<file path="src/rtl/fm_diag_arb_pkg.sv">
// Shared definitions for the FM diagnostic arbiter.
// Contents: the sequencer state enum, the latched diagnostic command, the
// starve counter width and the AR-from-EBUS select code driven onto
// ar_load_ebus.
package fm_diag_arb_pkg;

  typedef enum logic [2:0] {
    IDLE = 3'd0,
    HOLD = 3'd1,
    LDAR = 3'd2,
    WRFM = 3'd3,
    RDAD = 3'd4,
    DONE = 3'd5
  } fmDiagStateT;

  typedef struct packed {
    logic       write;
    logic [2:0] block;
    logic [3:0] adr;
  } fm_diag_cmd_t;

  localparam int STARVE_W = 4;

  // CTL select that gates EBUS into ARL/ARR and loads all of AR.
  localparam logic AR_SEL_EBUS = 1'b1;

endpackage

</file>
<file path="src/rtl/fm_starve_ctr.sv">
// Saturating starve counter for the FM diagnostic arbiter.
// Counts cycles in which a pending diagnostic request loses to EBOX.
// Ports:
//   clk, rst  clock and synchronous active-high reset
//   clr       clear to 0 (wins over inc)
//   inc       increment, saturating at LIMIT
//   at_limit  count equals LIMIT
module fm_starve_ctr
  import fm_diag_arb_pkg::*;
#(
  parameter int LIMIT = 15
) (
  input  logic clk,
  input  logic rst,
  input  logic clr,
  input  logic inc,
  output logic at_limit
);

  localparam logic [STARVE_W-1:0] LIMIT_C = STARVE_W'(LIMIT);

  logic [STARVE_W-1:0] cnt_q, cnt_d;

  always_comb begin
    cnt_d = cnt_q;
    if (clr)                         cnt_d = '0;
    else if (inc && cnt_q != LIMIT_C) cnt_d = cnt_q + STARVE_W'(1);
  end

  always_ff @(posedge clk) begin
    if (rst) cnt_q <= '0;
    else     cnt_q <= cnt_d;
  end

  assign at_limit = (cnt_q == LIMIT_C);

endmodule

</file>
<file path="src/rtl/fm_diag_arb.sv">
// FM write-port / AD->EBUS arbiter between EBOX microcode and the
// diagnostic EBUS port. In IDLE the EBOX FM controls pass straight through;
// an accepted diagnostic access stalls EBOX and steps the EDP through
//   write: HOLD -> LDAR (AR <- EBUS) -> WRFM (FM <- AR) -> DONE
//   read : HOLD -> RDAD (FM -> AD -> EBUS, captured)     -> DONE
// Optional build macro FM_DIAG_STARVE_EN: a starve counter forces the
// diagnostic access in after STARVE_LIMIT lost cycles, suppressing the
// EBOX write in that cycle. Without it EBOX always wins.
// Ports:
//   clk, CROBAR                 clock, synchronous active-high reset
//   ebox_req/block/adr/wr_l/wr_r microcode FM write request
//   ebox_hold                   stall EBOX (HOLD..DONE)
//   diag_req/write/block/adr    diagnostic command
//   diag_ack/busy/rdata         completion pulse, in-progress, read data
//   ebus_data                   EBUS data in
//   fm_block/adr/write00_17/18_35 FM controls to EDP
//   ar_load_ebus, ad_sel_fm, ad_to_ebus_l/r  EDP CTL selects
module fm_diag_arb
  import fm_diag_arb_pkg::*;
#(
  parameter int STARVE_LIMIT = 15
) (
  input  logic        clk,
  input  logic        CROBAR,
  input  logic        ebox_req,
  input  logic [2:0]  ebox_block,
  input  logic [3:0]  ebox_adr,
  input  logic        ebox_wr_l,
  input  logic        ebox_wr_r,
  output logic        ebox_hold,
  input  logic        diag_req,
  input  logic        diag_write,
  input  logic [2:0]  diag_block,
  input  logic [3:0]  diag_adr,
  output logic        diag_ack,
  output logic        diag_busy,
  output logic [0:35] diag_rdata,
  input  logic [0:35] ebus_data,
  output logic [2:0]  fm_block,
  output logic [3:0]  fm_adr,
  output logic        fm_write00_17,
  output logic        fm_write18_35,
  output logic        ar_load_ebus,
  output logic        ad_sel_fm,
  output logic        ad_to_ebus_l,
  output logic        ad_to_ebus_r
);

  if (STARVE_LIMIT < 1 || STARVE_LIMIT > 15) begin : g_bad_limit
    $error("fm_diag_arb: STARVE_LIMIT must be in 1..15");
  end

  fmDiagStateT  state_q, state_d;
  fm_diag_cmd_t cmd_q, cmd_d;
  logic [0:35]  rdata_q, rdata_d;
  logic         idle, force_acc, accept;

  assign idle = (state_q == IDLE);

`ifdef FM_DIAG_STARVE_EN
  logic contend, at_limit;
  assign contend = idle & diag_req & ebox_req;

  // Cleared whenever the request goes away or is taken; counts lost cycles.
  fm_starve_ctr #(.LIMIT(STARVE_LIMIT)) u_starve_ctr (
    .clk      (clk),
    .rst      (CROBAR),
    .clr      (idle & (~diag_req | accept)),
    .inc      (contend),
    .at_limit (at_limit)
  );
  assign force_acc = contend & at_limit;
`else
  assign force_acc = 1'b0;
`endif

  assign accept = idle & diag_req & (~ebox_req | force_acc);

  always_comb begin
    state_d       = state_q;
    cmd_d         = cmd_q;
    rdata_d       = rdata_q;
    fm_block      = cmd_q.block;
    fm_adr        = cmd_q.adr;
    fm_write00_17 = 1'b0;
    fm_write18_35 = 1'b0;
    ar_load_ebus  = 1'b0;
    ad_sel_fm     = 1'b0;
    ad_to_ebus_l  = 1'b0;
    ad_to_ebus_r  = 1'b0;
    diag_ack      = 1'b0;
    unique case (state_q)
      IDLE: begin
        fm_block      = ebox_block;
        fm_adr        = ebox_adr;
        // A forced diagnostic acceptance kills the EBOX write; EBOX retries.
        fm_write00_17 = ebox_req & ebox_wr_l & ~force_acc;
        fm_write18_35 = ebox_req & ebox_wr_r & ~force_acc;
        if (accept) begin
          cmd_d   = '{write: diag_write, block: diag_block, adr: diag_adr};
          state_d = HOLD;
        end
      end
      HOLD: state_d = cmd_q.write ? LDAR : RDAD;
      LDAR: begin
        ar_load_ebus = AR_SEL_EBUS;
        state_d      = WRFM;
      end
      WRFM: begin
        fm_write00_17 = 1'b1;
        fm_write18_35 = 1'b1;
        state_d       = DONE;
      end
      RDAD: begin
        ad_sel_fm    = 1'b1;
        ad_to_ebus_l = 1'b1;
        ad_to_ebus_r = 1'b1;
        rdata_d      = ebus_data;
        state_d      = DONE;
      end
      DONE: begin
        diag_ack = 1'b1;
        state_d  = IDLE;
      end
      default: state_d = IDLE;
    endcase
    // No FM write may land while CROBAR is asserted.
    if (CROBAR) begin
      fm_write00_17 = 1'b0;
      fm_write18_35 = 1'b0;
    end
  end

  always_ff @(posedge clk) begin
    if (CROBAR) begin
      state_q <= IDLE;
      cmd_q   <= '0;
      rdata_q <= '0;
    end else begin
      state_q <= state_d;
      cmd_q   <= cmd_d;
      rdata_q <= rdata_d;
    end
  end

  assign ebox_hold  = ~idle;
  assign diag_busy  = ~idle;
  assign diag_rdata = rdata_q;

endmodule

</file>
<file path="config.mk">
export PLATFORM = sky130hd
export DESIGN_NAME = fm_diag_arb
export DESIGN_NICKNAME = d
export VERILOG_FILES = /design/src/rtl/fm_diag_arb_pkg.sv /design/src/rtl/fm_starve_ctr.sv /design/src/rtl/fm_diag_arb.sv
export SDC_FILE = /design/constraint.sdc
export NUM_CORES = 1
export LEC_CHECK = 0
export BUFFER_PORTS_ARGS = -buffer_cell sky130_fd_sc_hd__buf_2
export CORE_MARGIN = 2
export CORE_UTILIZATION = 47
export CTS_BUF_LIST = sky130_fd_sc_hd__clkbuf_8 sky130_fd_sc_hd__clkbuf_16
export DETAILED_ROUTE_END_ITERATION = 16
export PLACE_DENSITY = 0.84
export SLEW_MARGIN = 10
export SYNTH_ARGS = -nofsm -noshare
export SYNTH_HDL_FRONTEND = slang
export SYNTH_SLANG_ARGS = --single-unit
</file>
<file path="constraint.sdc">
create_clock -name clk -period 2.8 [get_ports clk]
set_input_delay 0.14 -clock clk [delete_from_list [all_inputs] [get_ports clk]]
set_output_delay 0.14 -clock clk [all_outputs]
set_load 0.02 [all_outputs]
</file>
After elaboration in Yosys (flattened, before gate mapping)
Index checks and enable logic that the tools add are counted.

operators by class
  eq/ne operators = 6
  mux-type cells = 12
  bitwise gates (word level) = 6
  reduce and logical (&&, ||, !) cells = 3

operator list
  operator              number
  $pmux W3 S4           1
  $mux W3               3
  $eq A3 B2 Y1 const B  2
  $eq A3 B3 Y1 const B  2
  $mux W1               5
  $and A1 B1 Y1         4
  $mux W4               1
  $pmux W1 S2           2
  $eq A3 B1 Y1 const B  1
  $logic_not A3 Y1      1
  $ne A2 B1 Y1 const B  1
  $not A1 Y1            2
  $reduce_and A2 Y1     1
  $reduce_or A2 Y1      1

storage, ports and cells
  bits in registers = 47
  input bits = 57
  logic and storage cells = 32

Longest topological paths before layout
Gate-level depths: netlist of run 1.

  depth after elaboration = 5
  gate-level depth with buffers = 6
  mapped depth without buffers = 4

Worst setup path before layout of run 1
OpenSTA, ideal clock, no wires.

  kind = register to output
  start point = reg state_q[2]
  end point = out fm_adr[0]
  data arrival time = 1344 ps
  required time = 2660 ps
  slack = 1316 ps
  stages on the path, launching flop included = 5
  path buffers = 2
  path through = dfxtp_1 -> buf_4 -> nor3_4 -> buf_2 -> mux2_1

between the ends
  longest elaborated chain between the ends = 2

RTL lines
  element                   RTL line            source
  start: declaration        fm_diag_arb.sv:53   fmDiagStateT state_q, state_d;
  start signal: assignment  fm_diag_arb.sv:140  state_q <= state_d;
  $logic_not A3 Y1          fm_diag_arb.sv:92   unique case (state_q)
  $mux W4                   fm_diag_arb.sv:92
  end: declaration          fm_diag_arb.sv:40   output logic [3:0] fm_adr,

Every way passes these cells.

Final worst setup path of run 1
  start point = reg state_q[2]
  end point = out ad_to_ebus_r

between the ends
  longest elaborated chain between the ends = 2

RTL lines
  element           RTL line           source
  $eq A3 B3 Y1      fm_diag_arb.sv:92
  $mux W1           fm_diag_arb.sv:92
  end: declaration  fm_diag_arb.sv:46  output logic ad_to_ebus_r

Every way passes these cells.

==> results of run 1 <==
layer usage:
metal,up-vias,track usage,part of all wire
met1,804,0.221,0.43
met2,64,0.317,0.47
met5,-,0,0
met4,0,0.0775,0.015
met3,6,0.0625,0.087
li1,947,-,-
Yosys cell counts, drive strengths merged:
library cell,number
a211oi,3
a21bo,8
a21oi,46
and3b,1
buf,16
clkbuf,6
clkinv,1
dfxtp,47
inv,1
mux2,7
nand2,73
nand2b,3
nand3,10
nand3b,2
nor2,1
nor2b,1
nor3,1
nor3b,1
o21ai,1
or3b,1
flip-flops by register name, indices dropped and copies added (netlist names):
name and flops:
cmd_q 8, state_q 3, diag_rdata 36
power by group:
| part | internal (W) | switching, W | total [W] |
|---|---|---|---|
| sequential | 0.000701 | 0.0000209 | 0.000722 |
| clock | 0.000171 | 0.000216 | 0.000387 |
| combinational | 0.000110 | 0.000164 | 0.000274 |
placed cells by master, fill, tap and decap left out:
| master | synthesis | final |
|---|---|---|
| buf_2 | 4 | 108 |
| and3b_1 | 1 | 1 |
| nand2_1 | 73 | 73 |
| nor2_1 | 1 | 1 |
| nand3b_1 | 2 | 2 |
| nand2b_1 | 3 | 3 |
| clkbuf_8 | 0 | 5 |
| a211oi_1 | 3 | 3 |
| mux2_1 | 3 | 3 |
| a21bo_2 | 8 | 8 |
| clkinvlp_4 | 0 | 1 |
| nand3_1 | 10 | 10 |
| clkinv_4 | 1 | 1 |
| a21oi_2 | 1 | 1 |
| buf_4 | 5 | 3 |
| a21oi_1 | 45 | 45 |
| mux2_2 | 4 | 4 |
| inv_1 | 1 | 2 |
| o21ai_0 | 1 | 1 |
| nor2b_1 | 1 | 1 |
| nor3_4 | 1 | 1 |
| dfxtp_1 | 47 | 47 |
| clkinv_2 | 0 | 1 |
| nor3b_1 | 1 | 1 |
| or3b_4 | 1 | 1 |
final cells by class:
type                       count  area (sq um)  share of cell area
clock buffer                   5          68.8              0.0276
clock inverter                 3          16.3             0.00652
inverter                       2          12.5             0.00501
multi-input combinational    159           832               0.333
sequential                    47           941               0.377
tap                           50          62.6              0.0251
timing repair buffer         111           563               0.226
logic make-up (layout without fill, tap and decap cells):
group	after synthesis	after routing	share of synthesized area
compound gates	58	58	0.176
buf+inv	24	121	0.0882
flops	47	47	0.484
mux	7	7	0.0405
simple gates	94	94	0.212
worst max-delay path, delay by kind of cell (launching register included):
kind | cells | cell delay [ns]
AND/OR/NAND/NOR | 1 | 0.62
buffers and inverters | 2 | 0.51
flip-flops | 1 | 0.52
final timing paths:
kind	from	to	slack, ns	depth (start not counted)
max	state_q[2]$_SDFFE_PP0P_	ad_to_ebus_r	0.70	3
min	ebus_data[3]	diag_rdata[3]$_SDFFE_PP0P_	0.07	3
max reg2reg	state_q[2]$_SDFFE_PP0P_	diag_rdata[8]$_SDFFE_PP0P_	1.05	4
min reg2reg	diag_rdata[4]$_SDFFE_PP0P_	diag_rdata[4]$_SDFFE_PP0P_	0.46	2
through the flow:
stage               power, W  setup WS, ns  instances  utilization  cell area [sq um]
floorplan           0.000936          1.32        230            -               1940
global placement     0.00101          1.03        369        0.603               2410
detailed placement   0.00102          1.00        369        0.603               2410
CTS                  0.00140         0.663        377        0.624               2500
global route         0.00146         0.563        377        0.624               2500
finish               0.00138         0.704        377        0.624               2500
==> flow_summary.ini, run 1 <==
[worst_setup_path]
cp_slowest_stage_delay_ns = 0.62
required_ns = 2.66
worstPathArrival_ns = 1.96
critPathSlowestCell = or3b_4
startpoint_type = flop
crit_path_cell_trace = or3b_4 > clkinv_4 > buf_2
worst-setup-path-type = reg2out
endpoint_kind = output port
critPathMaxFanout = 39

[placed_design]
io_buffers = 108
place_congestion = 0.811
dp_hpwl_microns = 3050

[pwr]
peakVddDrop_mv = 0.333
power_density_mw_per_mm2 = 554
power.leakage_nw = 1.16

[route]
ant_nets = 0
drc = 0
wire_per_inst_microns = 11.3
num_vias = 1821
firstDrtPassIters = 4
drt_iter0_drc = 58
vias_per_cell = 4.83
routed_wl_microns = 4250

[die]
die_w_microns = 68.3
num_io_pins = 109
core_area_sq_mm = 0.00400
die_area_sq_mm = 0.00467
initial_utilization = 0.486
placementRows = 23
die_h_microns = 68.3

[grt]
grt.total_usage = 0.189
overflow = 0
grt_pass1_wl_microns = 6620
grt_pass1_vias = 1514
antenna_found_initial = 0
grt_max_degree = 40

[cts]
numClockSinks = 47
clockBufferDepth = 2
cts-buffers-inserted = 5
htree_levels = 2
cts_root_buf = clkbuf_8
cts_tree = done
clkTransAtPathRegs_ns = 0.08
cts.repair.resized = 0
ctsHoldBuffers = 0
clkLatencyLatePin_ns = 0.30
postCtsSetupBuffers = 0

[sta]
tightestPinTransition_ns = 0.744
fin_crit_ns = 2.10
fmax_mhz = 477
min_period_over_period = 0.749
finalSetupViolations = 0
maxSlewHeadroom = 0.503
fin_setup_tns_ns = 0
fin_skew_ns = 0.00298
hold_viol_final = 0
rsz0062_at_grt = false
drv_slew = 0
fin_hold_ws_ns = 0.0737

[synth]
synth_top_area_share = 0.484
synth_area_sq_mm = 0.00194
yosys.area.top_type = dfxtp_1
ys_types = 24
netlist_top_cells_area = dfxtp_1 (48%), nand2_1 (14%), a21oi_1 (12%)
yosys_warnings = 0
ys_seq_elements = 47
syn-num-nets = 287
synth_cells = 230
yosysSeqAreaShare = 0.484
syn-mean-instance-area_sq_um = 8.45

[final_layout]
fill_cells = 352
syn_to_final_growth_pct = 28.4
drive_above_1_share = 0.410
antenna_cells = 0
nNetsFinal = 383

[outcome]
outcome = finished clean

[min_path]
hp-class = in2reg

[flow_run]
drv_cap = 0
Note: power is estimated with default switching activity, not from simulation.
==> run 2, diff against run 1 <==
- CORE_UTILIZATION: 47 -> 39
- PLACE_DENSITY: 0.84 -> 0.75
- clock period: 2.8 -> 1.76 ns (I/O delays scaled with it)
==> flow_summary.ini, run 2 (synthesis results as in run 1) <==
[outcome]
outcome = finished clean

[worst_setup_path]
cp_slowest_stage_delay_ns = 0.37
cp_top_family = flip-flops
critPathMaxFanout = 19
required_ns = 1.67
worst-setup-path-type = reg2out
startpoint_type = flop
path_buf_inv = 2
crit_path_cell_trace = nor3_4 > buf_8 > mux2_2 > buf_2
critPathSlowestCell = dfxtp_2
endpoint_kind = output port
worstPathArrival_ns = 1.54

[flow_run]
drv_cap = 0

[final_layout]
antenna_cells = 0
stdcell_count = 398
final_common_cell = buf_2
sequential_cell_area_sq_um = 943
multi_input_area_sq_um = 832
drive_above_1_share = 0.426
nNetsFinal = 387
syn_to_final_growth_pct = 32.9
largest_register_ffs = 36
final_cell_mix = buf_2 (108), nand2_1 (73), a21oi_1 (45), dfxtp_1 (45), nand3_1 (10)
fill_cells = 464

[grt]
grt_max_degree = 40
grt_pass1_vias = 1616
overflow = 0
grt.total_usage = 0.159
grt_pass1_wl_microns = 6850
antenna_found_initial = 0

[die]
num_io_pins = 109
placementRows = 25
core_area_sq_mm = 0.00475
die_h_microns = 74.6
die_w_microns = 74.6
initial_utilization = 0.409
die_area_sq_mm = 0.00557

[sta]
fin_hold_ws_ns = 0.0177
finalSetupViolations = 0
rsz0062_at_grt = false
fin_crit_ns = 1.63
fin_skew_ns = 0.00425
hold_viol_final = 0
fin_setup_tns_ns = 0
maxSlewHeadroom = 0.676
drv_slew = 0
tightestPinTransition_ns = 0.486
setup_slack_ns = 0.127
fmax_mhz = 612
min_period_over_period = 0.928

[cts]
numClockSinks = 47
clockBufferDepth = 2
htree_levels = 2
clkTransAtPathRegs_ns = 0.08
ctsHoldBuffers = 0
clkLatencyLatePin_ns = 0.30
cts_root_buf = clkbuf_8
cts_tree = done
cts-buffers-inserted = 5

[route]
num_vias = 1822
routed_wl_microns = 4390
drt_iter0_drc = 35
ant_nets = 0
drc = 0
wire_per_inst_microns = 11.0
firstDrtPassIters = 4
vias_per_cell = 4.58

[placed_design]
place_congestion = 0.724
io_buffers = 108
place_ws_ns = 0.303
dp_hpwl_microns = 3190
dp.cells = 390

[pwr]
peakVddDrop_mv = 0.379
power.leakage_nw = 1.19
power.total_w = 0.00231
power_density_mw_per_mm2 = 895

[min_path]
hp-class = in2reg
[run 2: changes by cell type in the layout (fill, tap and decap cells not counted), sizes merged]
cell	delta
inv	-1
buf	+4
clkbuf	+2
clkinv	-1
[run 2: routing by layer]
| metal | share of wire | GRT usage |
|---|---|---|
| met5 | 0 | 0 |
| met4 | 0.013 | 0.0575 |
| met3 | 0.091 | 0.0549 |
| met2 | 0.48 | 0.274 |
| met1 | 0.42 | 0.183 |
[run 2: tightest hold or removal path, cell delays in order]
cell and delay (ns):
buf_2 0.09, nand2_1 0.04, a21oi_1 0.05
[run 2: layout make-up]
cell class                 count  area share
clock buffer                   7      0.0373
clock inverter                 1     0.00291
inverter                       2     0.00775
multi-input combinational    159       0.322
sequential                    47       0.365
tap                           67      0.0324
timing repair buffer         115       0.232
[run 2: final timing paths]
path                                                  start  cells after the start                           to  slack [ns]
worst min-delay path                          ebus_data[18]                      3  diag_rdata[18]$_SDFFE_PP0P_        0.02
worst max register to register      state_q[2]$_SDFFE_PP0P_                      4   diag_rdata[0]$_SDFFE_PP0P_        0.31
worst min register to register  diag_rdata[35]$_SDFFE_PP0P_                      2  diag_rdata[35]$_SDFFE_PP0P_        0.45
worst max-delay path                state_q[0]$_SDFFE_PP0P_                      4                  fm_block[0]        0.13
[run 2: what timing repair did]
| item | in CTS | in global routing |
|---|---|---|
| gates cloned | 0 | 0 |
| gates resized for setup | 1 | 4 |
| pin swaps | 0 | 0 |
| buffers inserted | 0 | 0 |
| setup endpoints to repair | 3 | 7 |
[run 2: metrics by stage]
step	utilization	cell area, sq um
final	0.543	2580
after global placement	0.518	2460
after CTS	0.541	2570
after global routing	0.543	2580
after floorplan	-	1940
after detailed placement	0.518	2460
[run 2: power by group]
| group | leakage (nW) | total [W] | internal, W | switching [W] |
|---|---|---|---|---|
| registers | 0.382 | 0.00115 | 0.00112 | 0.0000302 |
| logic | 0.755 | 0.000460 | 0.000191 | 0.000269 |
| clock network | 0.0505 | 0.000705 | 0.000357 | 0.000348 |
==> run 3, diff against run 2 <==
- CORE_UTILIZATION: 39 -> 44
- PLACE_DENSITY: 0.75 -> 0.8
- clock period: 1.76 -> 1.8 ns (I/O delays scaled with it)
==> flow_summary.ini, run 3 (synthesis results as in run 1) <==
[grt]
grt.total_usage = 0.179
grt_max_degree = 40
overflow = 0
grt_pass1_wl_microns = 7330
antenna_found_initial = 0
grt_pass1_vias = 1732

[pwr]
peakVddDrop_mv = 0.491
power.leakage_nw = 1.19
power_density_mw_per_mm2 = 917

[final_layout]
syn_to_final_growth_pct = 31.7
nNetsFinal = 384
final_common_cell = buf_2
fill_cells = 421
largest_register_ffs = 36
antenna_cells = 0
finalInstanceArea_sq_mm = 0.00256
final_cell_mix = buf_2 (108), nand2_1 (73), a21oi_1 (45), dfxtp_1 (45), nand3_1 (10)
drive_above_1_share = 0.421
fin_util = 0.596

[route]
num_vias = 1808
routed_wl_microns = 4340
wire_per_inst_microns = 11.4
drc = 0
vias_per_cell = 4.76
ant_nets = 0
drt_iter0_drc = 64
firstDrtPassIters = 4

[worst_setup_path]
required_ns = 1.71
r2r_cells = 4
worstPathArrival_ns = 1.61
reg2reg_to = diag_rdata[35]$_SDFFE_PP0P_
worst-setup-path-type = reg2out
rrSetupSlack_ns = 0.30
crit_start = state_q[2]$_SDFFE_PP0P_
worstReg2RegStart = state_q[2]$_SDFFE_PP0P_
startpoint_type = flop
critPathMaxFanout = 39
crit_path_end = ad_to_ebus_r
endpoint_kind = output port

[sta]
drv_slew = 0
fin_setup_tns_ns = 0
rsz0062_at_grt = false
fin_crit_ns = 1.70
hold_viol_final = 0
fin_hold_ws_ns = 0.0267
finalSetupViolations = 0
tightestPinTransition_ns = 0.502
fmax_mhz = 590
maxSlewHeadroom = 0.665
fin_skew_ns = 0.00362
min_period_over_period = 0.942

[cts]
clkLatencyLatePin_ns = 0.29
cts_root_buf = clkbuf_8
clkTransAtPathRegs_ns = 0.08
numClockSinks = 47
clockBufferDepth = 2
cts_tree = done
ctsHoldBuffers = 0
htree_levels = 2
cts-buffers-inserted = 5
postCtsSetupBuffers = 0

[placed_design]
io_buffers = 108
place_congestion = 0.708
post_dp_cell_area_sq_mm = 0.00243
dp_hpwl_microns = 3160

[outcome]
outcome = finished clean

[die]
placementRows = 24
num_io_pins = 109
die_h_microns = 70.5
core_area_sq_mm = 0.00429
initial_utilization = 0.453
die_w_microns = 70.5
die_area_sq_mm = 0.00497

[min_path]
hp-class = in2reg
hp-start = ebus_data[23]

[flow_run]
drv_cap = 0
run 3: changes by cell type in the layout (fill, tap and decap cells not counted):
cell	delta
buf_4	-3
clkinvlp_4	-1
buf_12	+1
buf_8	-1
clkinv_2	+1
clkbuf_8	-1
bufinv_16	+1
run 3: layout make-up:
cell class | instances | area, sq um | share of cell area
multi-input cells | 159 | 832 | 0.325
clock inverters | 2 | 35.0 | 0.0137
well taps | 52 | 65.1 | 0.0254
repair buffers | 112 | 583 | 0.228
flip-flops and latches | 47 | 943 | 0.368
inverters | 2 | 20.0 | 0.00782
clock buffers | 6 | 82.6 | 0.0322
run 3: repair_timing:
item,CTS,global route
cloned,0,0
gates resized for setup,2,1
endpoints found under the setup margin,3,7
run 3: routing by layer:
metal | vias to the layer above | GRT usage | routed length (microns)
met3 | 4 | 0.0505 | 335
li1 | 949 | - | -
met5 | - | 0 | 0
met2 | 63 | 0.320 | 2070
met1 | 792 | 0.207 | 1890
met4 | 0 | 0.0513 | 37
run 3: power by group:
part / switching (W) / internal (W)
clock network: 0.000331 / 0.000449
registers: 0.0000314 / 0.00109
logic: 0.000260 / 0.000183
total: 0.000623 / 0.00172
run 3: worst min-delay path by stage:
stage,endpoint,slack [ns],depth (start not counted)
6_report,diag_rdata[23]$_SDFFE_PP0P_,0.03,3
4_1_cts,diag_rdata[23]$_SDFFE_PP0P_,0.02,3
3_3_place_gp,diag_rdata[20]$_SDFFE_PP0P_,0.33,3
2_1_floorplan,diag_rdata[0]$_SDFFE_PP0P_,0.23,2
5_1_grt,diag_rdata[23]$_SDFFE_PP0P_,0.01,3
3_5_place_dp,diag_rdata[23]$_SDFFE_PP0P_,0.34,3
run 3: per-stage QoR:
step	std cells	total power, W	setup slack [ns]
final	380	0.00235	0.105
after floorplan	230	0.00146	0.366
after detailed placement	372	0.00159	0.208
after global routing	380	0.00248	0.0100
after CTS	380	0.00238	0.0780
after global placement	372	0.00158	0.245
run 3: critical path: stages, from the launching register on:
cell and delay (ns):
dfxtp_2 0.43, or3b_4 0.51, clkinv_8 0.18, buf_2 0.19
